[config.mk]
export PLATFORM = sky130hd
export DESIGN_NAME = bus_demux4
export DESIGN_NICKNAME = d
export VERILOG_FILES = /design/src/rtl/bus_demux4.sv
export SDC_FILE = /design/constraint.sdc
export NUM_CORES = 1
export LEC_CHECK = 0
export ABC_AREA = 1
export BUFFER_PORTS_ARGS = -buffer_cell sky130_fd_sc_hd__clkbuf_2
export CAP_MARGIN = 10
export CORE_AREA = 3 3 126 128
export DETAILED_ROUTE_END_ITERATION = 8
export DIE_AREA = 0 0 129 131
export GPL_ROUTABILITY_DRIVEN = 0
export PLACE_DENSITY = 0.46
export SETUP_SLACK_MARGIN = 0.02
export SLEW_MARGIN = 20
export SYNTH_ARGS = -nofsm -noshare
export SYNTH_HDL_FRONTEND = slang
export SYNTH_SLANG_ARGS = --single-unit
[constraint.sdc]
create_clock -name clk -period 2.35 [get_ports clk]
set_clock_uncertainty 0.05 [all_clocks]
set_input_delay 0.1175 -clock clk [delete_from_list [all_inputs] [get_ports clk]]
set_output_delay 0.1175 -clock clk [all_outputs]
set_load 0.02 [all_outputs]
[src/rtl/bus_demux4.sv]
// bus_demux4: routes one initiator request stream to one of four address-selected
// targets, keeps responses in order and answers out-of-range addresses locally.
module bus_demux4 #(
  parameter int SEL_LSB   = 28,
  parameter int MAX_OUTST = 4
) (
  input  logic         clk,
  input  logic         rst_n,
  input  logic         req_valid,
  output logic         req_ready,
  input  logic [31:0]  req_addr,
  input  logic         req_we,
  input  logic [31:0]  req_wdata,
  input  logic [3:0]   req_be,
  output logic         rsp_valid,
  input  logic         rsp_ready,
  output logic [31:0]  rsp_rdata,
  output logic         rsp_err,
  output logic [3:0]   t_req_valid,
  input  logic [3:0]   t_req_ready,
  output logic [31:0]  t_addr,
  output logic         t_we,
  output logic [31:0]  t_wdata,
  output logic [3:0]   t_be,
  input  logic [3:0]   t_rsp_valid,
  output logic [3:0]   t_rsp_ready,
  input  logic [127:0] t_rsp_rdata,
  output logic         err_spurious
);

  localparam int         HI_SHIFT = SEL_LSB + 2;
  localparam logic [3:0] MAX_CNT  = 4'(MAX_OUTST);

  logic [3:0] cnt_q, cnt_d;
  logic [1:0] cur_sel_q, cur_sel_d;
  logic       err_pend_q, err_pend_d;
  logic       err_spurious_q, err_spurious_d;

  logic [1:0] sel_s;
  logic       in_range_s;
  logic       can_issue_s;
  logic       req_acc_s;
  logic       rsp_hs_s;
  logic       spur_hit_s;

  assign sel_s      = req_addr[SEL_LSB+1:SEL_LSB];
  // Shifting out every bit (SEL_LSB = 30) yields zero, so all addresses decode in range.
  assign in_range_s = ((req_addr >> HI_SHIFT) == 32'd0);

  assign t_addr       = req_addr;
  assign t_we         = req_we;
  assign t_wdata      = req_wdata;
  assign t_be         = req_be;
  assign err_spurious = err_spurious_q;

  // Request decode: a new target may only be issued once all older responses are back.
  always_comb begin
    t_req_valid = 4'b0000;
    req_ready   = 1'b0;
    can_issue_s = !err_pend_q && (cnt_q < MAX_CNT) &&
                  ((cnt_q == 4'd0) || (sel_s == cur_sel_q));
    if (in_range_s) begin
      t_req_valid[sel_s] = req_valid && can_issue_s;
      req_ready          = can_issue_s && t_req_ready[sel_s];
    end else begin
      req_ready = !err_pend_q && (cnt_q == 4'd0);
    end
  end

  // Response routing from the owed target, or the locally generated error response.
  always_comb begin
    rsp_valid   = 1'b0;
    rsp_rdata   = 32'd0;
    rsp_err     = 1'b0;
    t_rsp_ready = 4'b0000;
    if (cnt_q != 4'd0) begin
      rsp_valid              = t_rsp_valid[cur_sel_q];
      rsp_rdata              = t_rsp_rdata[{cur_sel_q, 5'd0} +: 32];
      t_rsp_ready[cur_sel_q] = rsp_ready;
    end else if (err_pend_q) begin
      rsp_valid = 1'b1;
      rsp_err   = 1'b1;
    end else begin
      rsp_valid = 1'b0;
    end
  end

  // Next-state for outstanding tracking and the sticky spurious-response flag.
  always_comb begin
    req_acc_s  = req_valid && req_ready;
    rsp_hs_s   = (cnt_q != 4'd0) && rsp_valid && rsp_ready;
    cnt_d      = cnt_q;
    cur_sel_d  = cur_sel_q;
    err_pend_d = err_pend_q;
    spur_hit_s = 1'b0;

    if (req_acc_s && in_range_s) begin
      cur_sel_d = sel_s;
    end else begin
      cur_sel_d = cur_sel_q;
    end

    if (req_acc_s && in_range_s && !rsp_hs_s) begin
      cnt_d = cnt_q + 4'd1;
    end else if (rsp_hs_s && !(req_acc_s && in_range_s)) begin
      cnt_d = cnt_q - 4'd1;
    end else begin
      cnt_d = cnt_q;
    end

    if (err_pend_q && rsp_ready) begin
      err_pend_d = 1'b0;
    end else if (req_acc_s && !in_range_s) begin
      err_pend_d = 1'b1;
    end else begin
      err_pend_d = err_pend_q;
    end

    for (int i = 0; i < 4; i++) begin
      if (t_rsp_valid[i] && ((cnt_q == 4'd0) || (2'(i) != cur_sel_q))) begin
        spur_hit_s = 1'b1;
      end else begin
        spur_hit_s = spur_hit_s;
      end
    end
    err_spurious_d = err_spurious_q | spur_hit_s;
  end

  // State registers.
  always_ff @(posedge clk or negedge rst_n) begin
    if (!rst_n) begin
      cnt_q          <= 4'd0;
      cur_sel_q      <= 2'd0;
      err_pend_q     <= 1'b0;
      err_spurious_q <= 1'b0;
    end else begin
      cnt_q          <= cnt_d;
      cur_sel_q      <= cur_sel_d;
      err_pend_q     <= err_pend_d;
      err_spurious_q <= err_spurious_d;
    end
  end

endmodule
**Word-level counts from Yosys, hierarchy flattened**

Index checks and enable logic that the tools add are counted.

- Register bits: 8
- Input bits: 209
- Word-level logic and storage cells: 76

- $add $sub $neg: 2
- Magnitude comparators: 5
- Eq/ne operators: 4
- Shift operators: 1
- Muxes and demuxes: 23
- Bitwise operators: 3
- Reduce and logical (&&, ||, !) cells: 34

Operator list:

| operator | count |
|---|---|
| variable part select 128 x 8 -> 32 bit | 1 |
| logical NOT 32 bit | 1 |
| two-way mux 32 bit | 1 |
| logical AND 1 bit | 19 |
| two-way mux 4 bit | 4 |
| two-way mux 1 bit | 14 |
| AND 4 bit | 2 |
| less-than comparator 2 x 3 -> 1 bit, second input constant | 2 |
| nonzero test 2 bit | 3 |
| logical OR 1 bit | 5 |
| adder 4 x 1 -> 4 bit, second input constant | 1 |
| binary-select mux 1 bit (select 2 bit) | 2 |
| demux 1 bit (select 2 bit) | 2 |
| greater-or-equal comparator 2 x 1 -> 1 bit, second input constant | 2 |
| logical NOT 1 bit | 4 |
| logical NOT 4 bit | 1 |
| less-than comparator 4 x 3 -> 1 bit, second input constant | 1 |
| inequality test 2 bit, first input constant | 2 |
| nonzero test 4 bit | 1 |
| subtractor 4 x 1 -> 4 bit, second input constant | 1 |
| == test 2 bit | 1 |
| inequality test 1 x 2 -> 1 bit, first input constant | 1 |
| OR 1 bit | 1 |

**Logic depth before layout (Yosys ltp)**

Gate-level depths: netlist of the first run.

- Depth in word-level cells: 11
- Gate-level depth with buffers: 17

**Worst setup path after synthesis of the first run**

No wires, ideal clock.

- Path kind: register -> register
- Start: register cur_sel_q[1]
- End: register cnt_q[3]
- Library setup time: 0.121 ns
- Data arrival time: 2.116 ns
- Required time: 2.179 ns
- Path slack: 0.063 ns
- Stages on the path, launching flop included: 18
- Cell sequence: dfrtp_1 -> buf_6 -> clkinv_2 -> nand2_1 -> nand2_1 -> nand2_1 -> a21oi_2 -> nand4_1 -> inv_1 -> ha_1 -> inv_1 -> ha_1 -> a21oi_1 -> nand2_1 -> a21oi_1 -> o21ai_0 -> nand2_1 -> nand2_1

- Cells in the longest elaborated chain, start to end: 10

Ends and longest elaborated chain:

| what | line | RTL |
|---|---|---|
| from (decl) | 35 | `logic [1:0] cur_sel_q, cur_sel_d;` |
| from (signal assigned) | 138 | `cur_sel_q <= cur_sel_d;` |
| == test 2 bit | 61 | `((cnt_q == 4'd0) \|\| (sel_s == cur_sel_q));` |
| logical OR 1 bit | 61 |  |
| logical AND 1 bit | 60 | `can_issue_s = !err_pend_q && (cnt_q < MAX_CNT) &&` |
| logical AND 1 bit | 64 | `req_ready = can_issue_s && t_req_ready[sel_s];` |
| two-way mux 1 bit | 62 | `if (in_range_s) begin` |
| logical AND 1 bit | 90 | `req_acc_s = req_valid && req_ready;` |
| logical AND 1 bit | 103, 105 |  |
| logical NOT 1 bit | 105 | `end else if (rsp_hs_s && !(req_acc_s && in_range_s)) begin` |
| logical AND 1 bit | 105 |  |
| nonzero test 2 bit (no line) | - |  |
| to (signal assigned) | 137 | `cnt_q <= cnt_d;` |
| to (decl) | 34 | `logic [3:0] cnt_q, cnt_d;` |

Parallel ways exist; a longest one is shown, timed or not. The select of a mux whose other input is x is not followed.
A chain may end at the register's enable or synchronous reset.

**Final worst setup path of the first run**

- Start: register cur_sel_q[1]
- End: register cnt_q[1]

RTL lines:

| what | line | RTL |
|---|---|---|
| == test 2 bit | 61 |  |
| logical OR 1 bit | 61 |  |
| logical AND 1 bit | 60 |  |
| logical AND 1 bit | 64 |  |
| two-way mux 1 bit | 62 |  |
| logical AND 1 bit | 90 |  |
| logical AND 1 bit | 103 | `if (req_acc_s && in_range_s && !rsp_hs_s) begin` |
| logical AND 1 bit * | 103 |  |
| two-way mux 4 bit * | 103 |  |
| named net cnt_d[1] | 34 |  |

Mark *: on every way through the listed nets, which the timed path passes. The rest lies on a longest branch. The select of a mux whose other input is x is not followed.

==> metrics.txt, run 1 <==
initial antenna violation count 0; crit path cell chain clkinv_2, buf_4, nor2_4, a22oi_2, a21oi_2, nand2_1, ha_2, inv_4, buf_6, fa_2, mux2_4; H-tree levels 1; DRT Wirelength 9.73 mm; final worst-path cycle share 0.967; Die Y 131 um; Reg area 201 sq um; EDFF count, synth 0; # setup viols final 0; Lkg Pwr 1.48 nW; DP HPWL 7.60 mm; layout cells sized above 1 0.606; remaining antenna violation count 0; Crit Path Category register to register; gr ovfl total 0; status completed; Max-slew headroom 0.682; row cnt 45; first-pass GRT wire length 12.8 mm; delay of the slowest critical-path stage 0.42 ns; Final nets 634; io pins 322; final core utilization 0.195; final worst setup slack 0.0785 ns; CORE AREA 0.0150 sq mm; Worst IR Drop VDD 0.734 mV; number of CTS-inserted buffers 3; WL per Instance 16.0 um; initial DRC count 134; Die X-Extent 129 um; DR vias 2,574; mapped cell area 0.00199 sq mm; Distinct cells, synth 26; Synth Flop Type dfrtp_1; Post-Place Cell Area 0.00267 sq mm; DP Worst Slack -0.0746 ns; Design Power 3.04 mW; GRT Total Usage 0.0973; Synth-to-Final Area Change 46.5%; Multi-input gate area 0.00116 sq mm; Residual DRC 0; Clock transition at path regs 0.04 ns; Filler cells 1,738; Slew @ Worst Pin 0.477 ns; Final Slew Violations 0; CP max FO 4; CP Data Required Time 2.41 ns; largest net degree at the start of global routing 38; vias per cell 4.24; Die Area 0.0169 sq mm; Seq/Total Area, Yosys 0.101; # port buffers 191; # diodes 0; # clock sinks 8; vias in the first global route 2,287; Syn Inst Count 283; WP data arrival 2.33 ns; syn_nets 496; Clk Tree Root Cell clkbuf_16; FF+latch count, synth 8; clock latency on the worst-skew pair 0.23 ns; Final min period 2.27 ns; type of origin of the critical path register; fmax 440 MHz; initial core utilization 0.133; synthesis warning total 0; final hold vios 0; router iterations before antenna repair 4; RSZ-0062 raised after global routing true; Avg Cell Area, Syn 7.03 sq um; Maximum Capacitance Violations 0; ys async rst share 1.00; PD cells 1040 mW/mm^2; CTS tree done; Hold WC Path Type primary input to register; clk buf depth 2; CP endpoint kind register; fin area 0.00292 sq mm; Worst path slowest cell fa_2
-- layout by cell type (no fill, tap or decap), types with 5 or more instances in the layout --
cell type	n
buf_4	27
a22oi_1	65
clkbuf_2	189
inv_1	8
nand4_1	5
nor2_1	7
nand2_1	19
a21oi_1	33
nor3_1	6
dfrtp_1	7
nand2_2	7
-- what timing repair did --
item,4_1_cts,5_1_grt
gates resized for setup,8,20
cloned,0,0
endpoints found under the setup margin,2,7
setup buffers,7,3
pin swaps,5,17
endpoints found under the hold margin,8,0
hold buffers,1,0
-- per-layer routing --
metal  share of wire  track usage
met5               0            0
met4           0.013       0.0222
met3           0.076       0.0171
met2            0.48        0.160
met1            0.43        0.133
-- critical path, delay by kind of cell (launching register included) --
kind | cells | cell delay [ns]
simple gates | 2 | 0.19
flops | 1 | 0.41
buf+inv | 4 | 0.40
compound gates | 2 | 0.23
mux | 1 | 0.27
fa+ha+maj | 2 | 0.61
-- cell families (layout without fill, tap and decap cells) --
group,count (synthesis),after routing,synth area share
buffers and inverters,102,238,0.356
and+or+nand+nor,56,56,0.136
adders and majority gates,4,4,0.0289
muxes,1,1,0.00566
xor gates and xnor gates,2,2,0.00881
AOI/OAI and AO/OA,110,110,0.364
DFF,8,8,0.101
-- report_power, final --
part	internal, mW	switching, mW
logic	0.988	1.53
clock network	0.219	0.0667
registers	0.191	0.0423
-- sequential cells by signal, summed over array words and instances, names as in the netlist --
name	count
cur_sel_q	2
cnt_q	4
err_spurious	1
err_pend_q	1
-- final timing paths --
check	startpoint	endpoint	slack (ns)	cells past startpoint
worst max-delay path	cur_sel_q[1]$_DFFE_PN0P_	cnt_q[1]$_DFFE_PN0P_	0.08	11
worst max register to register	cur_sel_q[1]$_DFFE_PN0P_	cnt_q[1]$_DFFE_PN0P_	0.08	11
min in group asynchronous	rst_n	err_spurious$_DFF_PN0_	0.22	2
max in group asynchronous	rst_n	cur_sel_q[0]$_DFFE_PN0P_	1.83	2
worst min-delay path	rsp_ready	err_pend_q$_DFFE_PN0P_	0.09	2
worst min register to register	err_spurious$_DFF_PN0_	err_spurious$_DFF_PN0_	0.45	2
-- cell usage after synthesis (4+ instances only) --
| cell type | n | share of area |
|---|---|---|
| buf_2 | 9 | 0.023 |
| nor2_1 | 8 | 0.015 |
| nand4_1 | 5 | 0.016 |
| nor3_1 | 6 | 0.015 |
| inv_2 | 4 | 0.0075 |
| nand2_1 | 26 | 0.049 |
| dfrtp_1 | 8 | 0.10 |
| o21ai_0 | 5 | 0.013 |
| nand3_1 | 5 | 0.013 |
| buf_4 | 73 | 0.28 |
| a21oi_1 | 36 | 0.091 |
| inv_1 | 9 | 0.017 |
| a22oi_1 | 66 | 0.25 |
| buf_6 | 5 | 0.028 |
-- area by class of cell --
class | count | area share
inverters | 15 | 0.0223
multi-input cells | 173 | 0.397
well taps | 188 | 0.0807
flip-flops and latches | 8 | 0.0691
repair buffers | 220 | 0.405
clock buffers | 3 | 0.0258
-- through the flow --
stage	hold slack (ns)	TNS, ns	cells
2_1_floorplan	-0.228	0	283
3_3_place_gp	-0.0683	-0.0293	593
3_5_place_dp	-0.0691	-0.0749	593
4_1_cts	0.0863	0	604
5_1_grt	0.0950	-0.130	607
6_report	0.0907	0	607
Note: power is estimated with default switching activity, not from simulation.
==> inputs of run 2 (changes only) <==
--- a/config.mk
+++ b/config.mk
@@ -13,6 +13,7 @@
 export DIE_AREA = 0 0 129 131
 export GPL_ROUTABILITY_DRIVEN = 0
 export PLACE_DENSITY = 0.46
+export REMOVE_ABC_BUFFERS = 1
 export SETUP_SLACK_MARGIN = 0.02
 export SLEW_MARGIN = 20
 export SYNTH_ARGS = -nofsm -noshare
==> run 2 against run 1 <==
  * Sequential share of layout area rose by 0.12 points
  * Maximum frequency rose by 0.69%
  * Routed wire length rose by 37%
  * Sequential cell count did not move
  * Cell area fell by 1.2%
  * Power fell by 2.1%
  * Register-to-register slack improved by 0.02 ns
  * Worst hold slack got worse by 0.0053 ns
  * Non-clock buffer count fell by 4
  * Count of clock-buffer cells in the layout did not move
  * Largest cell class is now multi-input gates
  * Highest routed layer is now met5
==> metrics.txt, run 2 (same netlist as run 1, synthesis figures left out) <==
Top Registers cnt_q: 4 flops, cur_sel_q: 2 flops (unchanged); most common cell after layout, fill and taps aside clkbuf_2 (unchanged); clock latency on the worst-skew pair 0.23 ns (about the same); FF-to-FF path depth 12 (was 11); layout cells sized above 1 0.602 (was 0.606); DR vias 2,610 (was 2,574); Maximum Capacitance Violations 0 (unchanged); crit path cell chain clkinv_4, nand2_2, nand2_2, nand2_2, a21oi_2, nand4_1, inv_2, ha_4, inv_6, buf_6, fa_1, mux2_4 (was clkinv_2, buf_4, nor2_4, a22oi_2, a21oi_2, nand2_1, ha_2, inv_4, buf_6, fa_2, mux2_4); H-tree levels 1 (unchanged); Internal Power 1.34 mW (was 1.40 mW); DRT Wirelength 13.3 mm (was 9.73 mm); Design Power 2.98 mW (was 3.04 mW); Max-slew headroom 0.698 (was 0.682); Buffers & Inverters on Critical Path 4 (unchanged); row cnt 45 (unchanged); PD cells 1030 mW/mm^2 (was 1040 mW/mm^2); Lkg Pwr 1.46 nW (was 1.48 nW); Filler cells 1,709 (was 1,738); largest net degree at the start of global routing 38 (unchanged); CORE AREA 0.0150 sq mm (unchanged); initial DRC count 76 (was 134); sequential share of power 0.079 (was 0.077); vias in the first global route 2,327 (was 2,287); Worst path slowest cell dfrtp_2 (was fa_2); Final min period 2.26 ns (was 2.27 ns); Post-Place Cell Area 0.00266 sq mm (was 0.00267 sq mm); Clk Tree Root Cell clkbuf_16 (unchanged); # setup viols final 0 (unchanged); io pins 322 (unchanged); hold path start rsp_ready (unchanged); fmax 443 MHz (was 440 MHz); WL per Instance 22.0 um (was 16.0 um); Synth-to-Final Area Change 44.8% (was 46.5%); final worst-path cycle share 0.960 (was 0.967); Worst Hold Path EP err_pend_q$_DFFE_PN0P_ (unchanged); Clock transition at path regs 0.04 ns (about the same); Clk pwr share 0.096 (was 0.094); Reg area 203 sq um (was 201 sq um); # clock sinks 8 (unchanged); router iterations before antenna repair 5 (was 4); hold path depth 2 (unchanged); # port buffers 191 (unchanged); RSZ-0062 raised after global routing true (unchanged); CP endpoint kind register (unchanged); Hold WC Path Type primary input to register (unchanged); number of CTS-inserted buffers 3 (unchanged); DP HPWL 11.1 mm (was 7.60 mm); # diodes 0 (unchanged); initial antenna violation count 0 (unchanged); internal reg-to-reg setup slack 0.09 ns (was 0.08 ns); Sw Ratio 0.549 (was 0.540); GRT Total Usage 0.142 (was 0.0973); Largest Register cnt_q (unchanged); r2r startpoint cur_sel_q[0]$_DFFE_PN0P_ (was cur_sel_q[1]$_DFFE_PN0P_); vias per cell 4.33 (was 4.24); Final Slew Violations 0 (unchanged); Worst IR Drop VDD 0.731 mV (was 0.734 mV); status completed (unchanged); gr ovfl total 0 (unchanged); max FFs per register 4 (unchanged); CP Data Required Time 2.41 ns (about the same); Slew @ Worst Pin 0.453 ns (was 0.477 ns); type of origin of the critical path register (unchanged); initial core utilization 0.133 (unchanged); RR Endpoint cnt_q[1]$_DFFE_PN0P_ (unchanged); Most common cell on crit path nand2_2; delay of the slowest critical-path stage 0.44 ns (was 0.42 ns); Gate power share 0.825 (was 0.829); Die X-Extent 129 um (unchanged); Die Area 0.0169 sq mm (unchanged); setup_tns 0 ns (unchanged); final hold vios 0 (unchanged); WP data arrival 2.32 ns (was 2.33 ns); most frequent cells in the layout clkbuf_2, a22oi_1, a21oi_1 (unchanged); CTS tree done (unchanged); Multi-input gate area 0.00115 sq mm (was 0.00116 sq mm); fin area 0.00288 sq mm (was 0.00292 sq mm); Die Y 131 um (unchanged); Final nets 630 (was 634); remaining antenna violation count 0 (unchanged); first-pass GRT wire length 17.2 mm (was 12.8 mm); Residual DRC 0 (unchanged); clk buf depth 2 (unchanged); Sw Pwr 1.63 mW (was 1.64 mW); CP top delay family adder cells (unchanged); CP max FO 5 (was 4); Crit Path Category register to register (unchanged)
[run 2: cell count changes in the layout (fill, tap and decap cells not counted), moves of 2 or more]
cell / previous run / this run
buf_2: 2 / 0
ha_2: 2 / 0
buf_4: 27 / 23
clkbuf_2: 189 / 191
[run 2: repair_timing]
action	in CTS	in global routing
setup endpoints to repair	2	3
buffers inserted	4	3
endpoints found under the hold margin	8	0
hold buffers	1	0
pin swaps	3	4
gates resized for setup	8	18
[run 2: how the worst max path moves through the flow]
| stage | slack (ns) | from | depth (start not counted) | end |
|---|---|---|---|---|
| after global routing | -0.03 | cur_sel_q[0]$_DFFE_PN0P_ | 16 | cnt_q[3]$_DFFE_PN0P_ |
| after global placement | -0.04 | cur_sel_q[0]$_DFFE_PN0P_ | 16 | cnt_q[3]$_DFFE_PN0P_ |
| after detailed placement | -0.07 | cur_sel_q[0]$_DFFE_PN0P_ | 16 | cnt_q[3]$_DFFE_PN0P_ |
| after CTS | 0.03 | cur_sel_q[0]$_DFFE_PN0P_ | 12 | cnt_q[1]$_DFFE_PN0P_ |
| final | 0.09 | cur_sel_q[0]$_DFFE_PN0P_ | 12 | cnt_q[1]$_DFFE_PN0P_ |
| after floorplan | -0.33 | cur_sel_q[0]$_DFFE_PN0P_ | 14 | cnt_q[3]$_DFFE_PN0P_ |
[run 2: cell type report]
class,count,area share
timing repair buffer,216,0.399
multi-input combinational,173,0.399
sequential,8,0.0703
inverter,15,0.0234
tap,188,0.0816
clock buffer,3,0.0261
[run 2: through the flow]
stage | setup slack, ns | hold WS (ns) | instances | utilization
2_1_floorplan | -0.326 | -0.228 | 196 | -
3_3_place_gp | -0.0353 | -0.0624 | 592 | 0.178
3_5_place_dp | -0.0736 | -0.0651 | 592 | 0.178
4_1_cts | 0.0311 | 0.0786 | 600 | 0.187
5_1_grt | -0.0262 | 0.122 | 603 | 0.192
6_report | 0.0940 | 0.0854 | 603 | 0.192
[run 2: metal layers]
metal	up-vias	part of all wire	global-route usage
met5	-	0.0095	0.0588
met4	4	0.0044	0.0161
met3	8	0.23	0.161
met2	214	0.39	0.181
met1	1163	0.36	0.156
li1	1221	-	-
[run 2: power groups by stage]
stage	logic, mW	clock network [mW]	registers [mW]
floorplan	1.37	0	0.250
global placement	2.35	0	0.232
detailed placement	2.34	0	0.232
CTS	2.40	0.290	0.231
global route	2.69	0.300	0.242
finish	2.45	0.287	0.235
